**src/rtl/isa_dma_responder.sv**
```systemverilog
// isa_dma_responder: riser-side ISA DMA responder for DRQ1/3/5/7.
// Arbitrates armed channels, runs SETUP/STROBE/HOLD/RECOVER bus cycles,
// buffers card->HPS words in a FWFT FIFO, and sources HPS->card words from
// the tx stream.
// Optional feature: define DMA_AUTOINIT_EN to enable per-channel auto-init
// (terminal count reloads the armed count instead of clearing busy).
module isa_dma_responder #(
  parameter int unsigned FIFO_DEPTH    = 16,
  parameter int unsigned CNT_W         = 16,
  parameter int unsigned STROBE_CYCLES = 4
) (
  input  logic             clk,
  input  logic             reset,
  input  logic [3:0]       drq,
  output logic [3:0]       dack_n,
  output logic             aen,
  output logic             ior_n,
  output logic             iow_n,
  output logic             tc,
  input  logic [15:0]      data_bus_in,
  output logic [15:0]      data_bus_out,
  output logic             data_oe,
  input  logic             cfg_valid,
  output logic             cfg_ready,
  input  logic [1:0]       cfg_chan,
  input  logic             cfg_dir,
  input  logic [CNT_W-1:0] cfg_count,
  input  logic             cfg_autoinit,
  output logic [3:0]       busy,
  output logic [3:0]       done,
  output logic [15:0]      rx_data,
  output logic             rx_valid,
  input  logic             rx_ready,
  input  logic [15:0]      tx_data,
  input  logic             tx_valid,
  output logic             tx_ready
);

  localparam int unsigned AW = $clog2(FIFO_DEPTH);
  localparam int unsigned SW = (STROBE_CYCLES > 1) ? $clog2(STROBE_CYCLES) : 1;

  typedef enum logic [2:0] {
    S_IDLE,
    S_SETUP,
    S_STROBE,
    S_HOLD,
    S_RECOVER
  } state_t;

  state_t           state, state_nxt;
  logic [1:0]       ch;
  logic [SW-1:0]    scnt;
  logic [CNT_W-1:0] count [4];
  logic [3:0]       dir;
  logic [15:0]      data_q;
  logic [15:0]      mem [FIFO_DEPTH];
  logic [AW:0]      wr_ptr, rd_ptr;
  logic             fifo_full, fifo_empty, push, pop;
  logic [15:0]      push_word;
  logic [3:0]       eligible;
  logic             grant_found;
  logic [1:0]       grant_ch;
  logic             arm, cur_dir, cur_last, last_strobe;

`ifdef DMA_AUTOINIT_EN
  logic [CNT_W-1:0] reload [4];
  logic [3:0]       auto_mode;
`else
  logic             unused_autoinit;
  assign unused_autoinit = cfg_autoinit;
`endif

  assign cur_dir     = dir[ch];
  assign cur_last    = (count[ch] == '0);
  assign last_strobe = (state == S_STROBE) && (scnt == SW'(STROBE_CYCLES - 1));
  assign cfg_ready   = (state == S_IDLE) || (cfg_chan != ch);
  assign arm         = cfg_valid & cfg_ready;

  // FIFO status and push/pop qualification
  assign fifo_empty = (wr_ptr == rd_ptr);
  assign fifo_full  = (wr_ptr[AW] != rd_ptr[AW]) && (wr_ptr[AW-1:0] == rd_ptr[AW-1:0]);
  assign rx_valid   = ~fifo_empty;
  assign rx_data    = mem[rd_ptr[AW-1:0]];
  assign pop        = ~fifo_empty & rx_ready;
  assign push       = last_strobe & ~cur_dir;
  assign push_word  = ch[1] ? data_bus_in : {8'h00, data_bus_in[7:0]};

  // Drive tx_data straight through in SETUP so D is valid from the first
  // driven cycle; the latched copy covers the rest of the transfer.
  assign data_bus_out = (state == S_SETUP && cur_dir) ? tx_data : data_q;

  // Fixed-priority arbitration: lowest eligible index wins
  always_comb begin
    eligible    = '0;
    grant_found = 1'b0;
    grant_ch    = '0;
    for (int unsigned i = 0; i < 4; i++)
      eligible[i] = busy[i] & drq[i] & (dir[i] ? tx_valid : ~fifo_full);
    for (int unsigned i = 4; i > 0; i--) begin
      if (eligible[i-1]) begin
        grant_found = 1'b1;
        grant_ch    = 2'(i - 1);
      end
    end
  end

  // Next-state and bus outputs for the transfer sequencer
  always_comb begin
    state_nxt = state;
    dack_n    = '1;
    aen       = 1'b0;
    ior_n     = 1'b1;
    iow_n     = 1'b1;
    tc        = 1'b0;
    data_oe   = 1'b0;
    tx_ready  = 1'b0;
    done      = '0;
    case (state)
      S_IDLE: begin
        if (grant_found) state_nxt = S_SETUP;
      end
      S_SETUP: begin
        dack_n[ch] = 1'b0;
        aen        = 1'b1;
        data_oe    = cur_dir;
        tx_ready   = cur_dir;
        state_nxt  = S_STROBE;
      end
      S_STROBE: begin
        dack_n[ch] = 1'b0;
        aen        = 1'b1;
        data_oe    = cur_dir;
        ior_n      = cur_dir;
        iow_n      = ~cur_dir;
        tc         = cur_last;
        if (scnt == SW'(STROBE_CYCLES - 1)) state_nxt = S_HOLD;
      end
      S_HOLD: begin
        dack_n[ch] = 1'b0;
        aen        = 1'b1;
        data_oe    = cur_dir;
        done[ch]   = cur_last;
        state_nxt  = S_RECOVER;
      end
      S_RECOVER: state_nxt = S_IDLE;
      default:   state_nxt = S_IDLE;
    endcase
  end

  // Sequencer state, granted channel and strobe timer
  always_ff @(posedge clk) begin
    if (reset) begin
      state <= S_IDLE;
      ch    <= '0;
      scnt  <= '0;
    end else begin
      state <= state_nxt;
      if (state == S_IDLE && grant_found) ch <= grant_ch;
      if (state == S_STROBE) scnt <= scnt + SW'(1);
      else                   scnt <= '0;
    end
  end

  // Per-channel arm state and transfer counts
  always_ff @(posedge clk) begin
    if (reset) begin
      busy <= '0;
      dir  <= '0;
      for (int unsigned i = 0; i < 4; i++) count[i] <= '0;
`ifdef DMA_AUTOINIT_EN
      auto_mode <= '0;
      for (int unsigned i = 0; i < 4; i++) reload[i] <= '0;
`endif
    end else begin
      // Active channel can never be re-armed here (cfg_ready blocks it),
      // so the HOLD update and the arm write never collide.
      if (state == S_HOLD) begin
        if (cur_last) begin
`ifdef DMA_AUTOINIT_EN
          if (auto_mode[ch]) count[ch] <= reload[ch];
          else               busy[ch]  <= 1'b0;
`else
          busy[ch] <= 1'b0;
`endif
        end else begin
          count[ch] <= count[ch] - CNT_W'(1);
        end
      end
      if (arm) begin
        count[cfg_chan] <= cfg_count;
        dir[cfg_chan]   <= cfg_dir;
        busy[cfg_chan]  <= 1'b1;
`ifdef DMA_AUTOINIT_EN
        reload[cfg_chan]    <= cfg_count;
        auto_mode[cfg_chan] <= cfg_autoinit;
`endif
      end
    end
  end

  // Latch the outgoing tx word at the end of SETUP
  always_ff @(posedge clk) begin
    if (reset)                           data_q <= '0;
    else if (state == S_SETUP && cur_dir) data_q <= tx_data;
  end

  // FIFO storage
  always_ff @(posedge clk) begin
    if (push) mem[wr_ptr[AW-1:0]] <= push_word;
  end

  // FIFO pointers
  always_ff @(posedge clk) begin
    if (reset) begin
      wr_ptr <= '0;
      rd_ptr <= '0;
    end else begin
      if (push) wr_ptr <= wr_ptr + (AW+1)'(1);
      if (pop)  rd_ptr <= rd_ptr + (AW+1)'(1);
    end
  end

endmodule

```
**config.mk**
```make
export PLATFORM = sky130hd
export DESIGN_NAME = isa_dma_responder
export DESIGN_NICKNAME = d
export VERILOG_FILES = /design/src/rtl/isa_dma_responder.sv
export SDC_FILE = /design/constraint.sdc
export NUM_CORES = 1
export LEC_CHECK = 0
export ABC_AREA = 1
export CAP_MARGIN = 20
export CORE_MARGIN = 5
export CORE_UTILIZATION = 40
export CTS_BUF_LIST = sky130_fd_sc_hd__clkbuf_2
export CTS_CLUSTER_SIZE = 20
export DETAILED_ROUTE_END_ITERATION = 12
export PLACE_DENSITY = 0.6
export SLEW_MARGIN = 20
export SYNTH_ARGS = -nofsm -noshare
export SYNTH_HDL_FRONTEND = slang
export SYNTH_SLANG_ARGS = --single-unit
```
**constraint.sdc**
```tcl
create_clock -name clk -period 3.15 [get_ports clk]
set_input_delay 0.7875 -clock clk [delete_from_list [all_inputs] [get_ports clk]]
set_output_delay 0.7875 -clock clk [all_outputs]
set_load 0.05 [all_outputs]
```
======== After elaboration in Yosys (flattened, before gate mapping) ========
Memories as Yosys holds them, arrays and structs flattened. A register that Yosys moved wholly into a read port is not among the register bits.
Cells that the tools add are included.
storage, ports and cells
  flip-flop bits (word level) ............. 41
  bits in writable memories ............... 320
  input bits .............................. 61
  output and inout port bits .............. 52
  memories ................................ 2
operators by class
  add/subtract/negate cells ............... 4
  order comparisons ....................... 4
  equal/unequal tests ..................... 10
  multiplexer cells ....................... 57
  bitwise logic cells ..................... 19
  reductions and logical operators ........ 14
memories
  name   words  bits a word  rd ports  clocked after Yosys merged registers in  wr ports  RTL line  text
  mem    16     16           1         1                                        1         56        logic [15:0] mem [FIFO_DEPTH];
  count  4      16           1         1                                        4         53        logic [CNT_W-1:0] count [4];
operator list
  operator                                                     number
  two-way mux 16 bit                                           4
  two-way mux 4 bit                                            8
  OR reduction 16 bit                                          2
  two-way mux 1 bit                                            30
  logical NOT 16 bit                                           1
  two-way mux 2 bit                                            8
  subtractor 16 x 1 -> 16 bit (second input constant)          1
  case mux 3 bit (4 select lines)                              1
  AND 1 bit                                                    11
  adder 5 x 1 -> 5 bit (second input constant)                 2
  AND 4 bit                                                    2
  == test 3 x 2 -> 1 bit (second input constant)               2
  logical AND 1 bit                                            6
  less-than comparator 2 x 3 -> 1 bit (second input constant)  2
  two-way mux 3 bit                                            2
  == test 5 bit                                                1
  bitwise mux 4 bit                                            1
  demux 1 bit (select 2 bit)                                   2
  == test 4 bit                                                1
  >= comparator 2 x 1 -> 1 bit (second input constant)         2
  NOT 1 bit                                                    4
  NOT 4 bit                                                    1
  OR 4 bit                                                     1
  == test 3 x 1 -> 1 bit (second input constant)               1
  12 further kinds                                             12

======== Depth between registers and ports, before layout ========
  word-level depth ........................ 12
  gate-level depth with buffers ........... 15

======== Least setup slack after synthesis ========
No wires, ideal clock.
  kind .................................... reg-to-output
  start point ............................. register (tool-made name)
  end point ............................... output port done[0]
  arrival time ............................ 2.601 ns
  data required time ...................... 2.362 ns
  slack ................................... -0.239 ns
  stages on the path, launching flop included .. 11
  buffers on the path ..................... 1
  cells stage by stage .................... dfxtp_1 inv_2 buf_2 o211ai_1 nand2_1 inv_1 ha_1 nand3_1 nor3_1 nand4_1 nor3_1
RTL lines
  item           RTL line  text
  end, declared  30        output logic [3:0] done,

==> summary.md <==
| Metric | Value |
|---|---|
| Worst hold slack | roughly 0.43 ns |
| Worst R2R Path Depth | 23 |
| Post-route insts no fill | 2,367 |
| Core area | approximately 40,000 um2 |
| Register area share after synthesis | 65.7% |
| Sequential share of power | about half |
| Crit. End Element | output port |
| DR DRC count | 0 |
| Crit start category | flip-flop |
| Slew headroom | approximately 47% |
| Initial Util | between 40% and 50% |
| Initial antenna violation count | 3 |
| Clk slew on worst S/H paths | ~0.12 ns |
| CTS tree | yes |
| Final Max Tran Viols | 0 |
| P&R area growth vs syn | 34.4% |
| Die Height | approximately 210 um |
| Tcrit/Tclk final | 119% |
| 1st-pass router iterations | 5 |
| Commonest non-fill, non-tap cell in the layout | edfxtp_1 |
| Fill count | 3,365 |
| Unique cell type count in the Yosys netlist | 37 |
| CTS Buf Count | 95 |
| Vias in the first global route | roughly 13,000 |
| Clock Sinks | approximately 370 |
| Drt total wl | ~48,000 um |
| DIE AREA | between 40,000 and 50,000 um2 |
| Buf/Inv on CP | 4 |
| Final Instance Area | 21,600 um2 |
| Met1 Usage GRT | 28.5% |
| Pint | 7.70 mW |
| Post-CTS Hold Fix Bufs | 0 |
| Port Buf Inserts | about 110 |
| Worst Hold Depth | 3 |
| Vias/cell | about 5.3 |
| Final Hold Vio Count | 0 |
| Worst vdd ir | between 0.0002 and 0.0003 V |
| CTS Buffer Depth | 3 |
| Worst-Skew Late Latency | approximately 1 ns |
| Final Skew | between 0.07 and 0.08 ns |
| Cell total after placement | 2,080 |
| Crit path max-delay cell type | dfxtp_4 |
| WP data arrival | roughly 3.0 ns |
| Met3 usage | ~5.3% |
| Final #Nets | approximately 1,800 |
| Slowest stage delay, CP | 0.43 ns |
| Switching Share | between 30% and 40% |
| Post-synth EDFFs | between 300 and 400 |
| WS Path Type | flip-flop to output port |
| Pwr per Cell Area | 522 nW/um2 |
| Final Power | between 10 and 15 mW |
| Ys flop type | edfxtp_1 |
| First-pass GRT wire length | ~73,000 um |
| Top achievable clock speed | about 270 MHz |
| NetSw | 3.55 mW |
| CTS root buffer | clkbuf_2 |
| Async set or reset register ratio after synthesis | 0% |
| Total track usage | roughly a fifth |
| Worst r2r dst | data_q[6]$_SDFF_PP0_ |
| Pleak | approximately 8.2 nW |
| Hold Startpoint | cfg_dir |
| Most used cell, CP | nor3_4 |
| Crit-path max FO | 5 |
| Antenna Nets Post-Route | 0 |
| Final core occ | a little over half |
| Global routing's busiest layer | met2 |
| Type of the tightest min-delay check | primary input to flip-flop |
| Die width | ~210 um |
| Endpoints failing setup | 39 |
| Syn nets | roughly 1,500 |
| Placed Area | ~18,000 um2 |
| Gr ovfl total | 0 |
| WL per Instance | roughly 20 um |
| Total of max-cap violations | 0 |
| Yosys warns | 0 |
| Met2 Usage GRT | between 30% and 40% |
| Worst R2R Setup Slack | 0.01 ns |
| Failing checks | setup timing |
| IO Pins | about 110 |
| Clk pwr share | 28.6% |
| Average size of a mapped cell | between 10 and 15 um2 |
| CTS HTree Levels | 3 |
| Setup ws final | -0.589 ns |
| Min Tclk post-route | 3.74 ns |
| Worst Path Required | between 2 and 2.5 ns |
| Row Count | 73 |
| GPL Wtd Cong | a little under 0.9 |
| Share of post-route cells with drive strength above 1 | between 30 and 40% |
| Synthesis-stage register bit count | roughly 370 |
| Critical R2R Launch | ch[1]$_SDFFE_PP0P_ |
| Cells along the critical path | inv_8 > o211ai_1 > nand2_1 > inv_2 > ha_4 > nand3_4 > nor3_4 > nand4_1 > buf_6 > nor3_4 > buf_12 |
| Worst Tran Pin Value | 0.793 ns |
| Combinational cell fraction of total power | between 20% and 30% |
| Routed via count | 12,500 |
| Largest net degree at the start of global routing | 40 |
| Status | finished, violations left |
| Synthesized instance count | around 1,400 |
| DR iter-0 viols | ~1,000 |
| RSZ-0062 raised after global routing | true |
| HPWL after detailed placement | 24,300 um |
| Critical path's top delay family | simple AND/OR/NAND/NOR gates |
| Commonest cells after routing, fill and taps aside | edfxtp_1 (320), nand2_1 (252), clkbuf_2 (145) |
| Worst Hold Endpoint | dir[3]$_SDFFE_PP0P_ |
| Cell Area, Synth | 16,000 um2 |
==> timing repair <==
| item | CTS | global route |
|---|---|---|
| setup endpoints to repair | 44 | 46 |
| resized for setup | 283 | 87 |
| pin swaps | 53 | 54 |
| gates cloned | 22 | 7 |
| buffers inserted | 102 | 13 |
| hold endpoints to repair | 0 | 0 |
==> worst max-delay path by stage <==
stage                    to  cells after the start  slack, ns
floorplan           done[0]                     10      -0.24
global placement    done[2]                     11       0.03
detailed placement  done[1]                     10       0.01
CTS                 done[2]                     11      -0.67
global route        done[1]                     11      -0.77
finish              done[1]                     11      -0.59
==> worst register-to-register path, cell delays in order, from the launching register on <==
cell and delay (ns):
dfxtp_4 0.39, buf_6 0.13, nor2_4 0.10, a22oi_2 0.08
nand2_2 0.09, inv_2 0.06, nor2_4 0.21, buf_6 0.17
or2_4 0.12, o21ai_2 0.06, buf_4 0.13, buf_4 0.12
buf_4 0.12, buf_4 0.12, buf_4 0.12, buf_4 0.12
buf_4 0.12, buf_4 0.12, buf_4 0.12, buf_4 0.12
buf_4 0.12, buf_4 0.12, buf_6 0.11, nor2_4 0.06
==> cell usage after synthesis, types with 4 or more instances <==
library cell / instances / area share (%)
ha_1: 8 / 0.62
buf_1: 9 / 0.21
nor2_4: 4 / 0.28
mux2i_1: 64 / 4.0
a21oi_1: 81 / 2.5
o21ai_0: 94 / 2.9
o21ai_1: 51 / 1.6
xnor2_1: 8 / 0.44
clkbuf_1: 37 / 0.87
nand2_1: 275 / 6.4
buf_4: 7 / 0.33
nor3_1: 15 / 0.47
inv_1: 131 / 3.1
or2_2: 16 / 0.62
buf_2: 17 / 0.53
nor2_2: 5 / 0.19
nand4_1: 6 / 0.23
dfxtp_1: 47 / 5.9
inv_2: 7 / 0.16
nand3_1: 98 / 3.1
edfxtp_1: 320 / 60
o211ai_1: 67 / 3.1
nor2_1: 58 / 1.4
xor2_1: 6 / 0.33
==> cell families (layout without fill, tap and decap cells) <==
logic type,after synthesis,count (layout),synth area share [%]
buffers and inverters,212,603,5.36
AO/OA/AOI/OAI,296,296,10.3
multiplexers,64,64,3.99
flip-flops,367,367,65.7
AND/OR/NAND/NOR,488,488,13.2
other,0,2,0
adder cells (fa/ha/maj),8,8,0.624
XOR/XNOR,14,14,0.764
==> power groups by stage <==
stage | clock network [mW] | registers, mW | logic (mW)
2_1_floorplan | 0 | 5.52 | 1.18
3_3_place_gp | 0 | 5.54 | 1.88
3_5_place_dp | 0 | 5.54 | 1.90
4_1_cts | 3.29 | 5.44 | 2.49
5_1_grt | 3.59 | 5.45 | 2.77
6_report | 3.22 | 5.44 | 2.59
==> area by class of cell <==
| class | count | area [um2] | share of cell area (%) |
|---|---|---|---|
| timing repair inverter | 2 | 22.5 | 0.104 |
| clock inverter | 27 | 126 | 0.586 |
| sequential | 367 | 10600 | 49.0 |
| inverter | 139 | 558 | 2.59 |
| antenna | 2 | 5.00 | 0.0232 |
| tap | 525 | 657 | 3.05 |
| multi-input combinational | 870 | 5340 | 24.7 |
| clock buffer | 145 | 726 | 3.36 |
| timing repair buffer | 290 | 3570 | 16.5 |
==> state kept, by name, summed over array words and instances, names as in the netlist, named ones only <==
register / flops
scnt: 2
wr_ptr: 5
state: 3
count: 64
busy: 4
data_q: 16
mem: 256
dir: 4
ch: 2
rd_ptr: 5
==> layer usage <==
layer | vias to the layer above | routed length, um
met2 | 552 | 22300
met3 | 96 | 4170
met5 | - | 18
li1 | 5811 | -
met4 | 2 | 1320
met1 | 6048 | 20100
==> per-stage QoR <==
stage | TNS, ns | setup slack (ns)
after floorplan | -0.716 | -0.239
after global placement | 0 | 0.0272
after detailed placement | 0 | 0.0114
after CTS | -14.92 | -0.668
after global routing | -18.25 | -0.766
final | -11.59 | -0.589
Note: power is estimated with default switching activity, not from simulation.
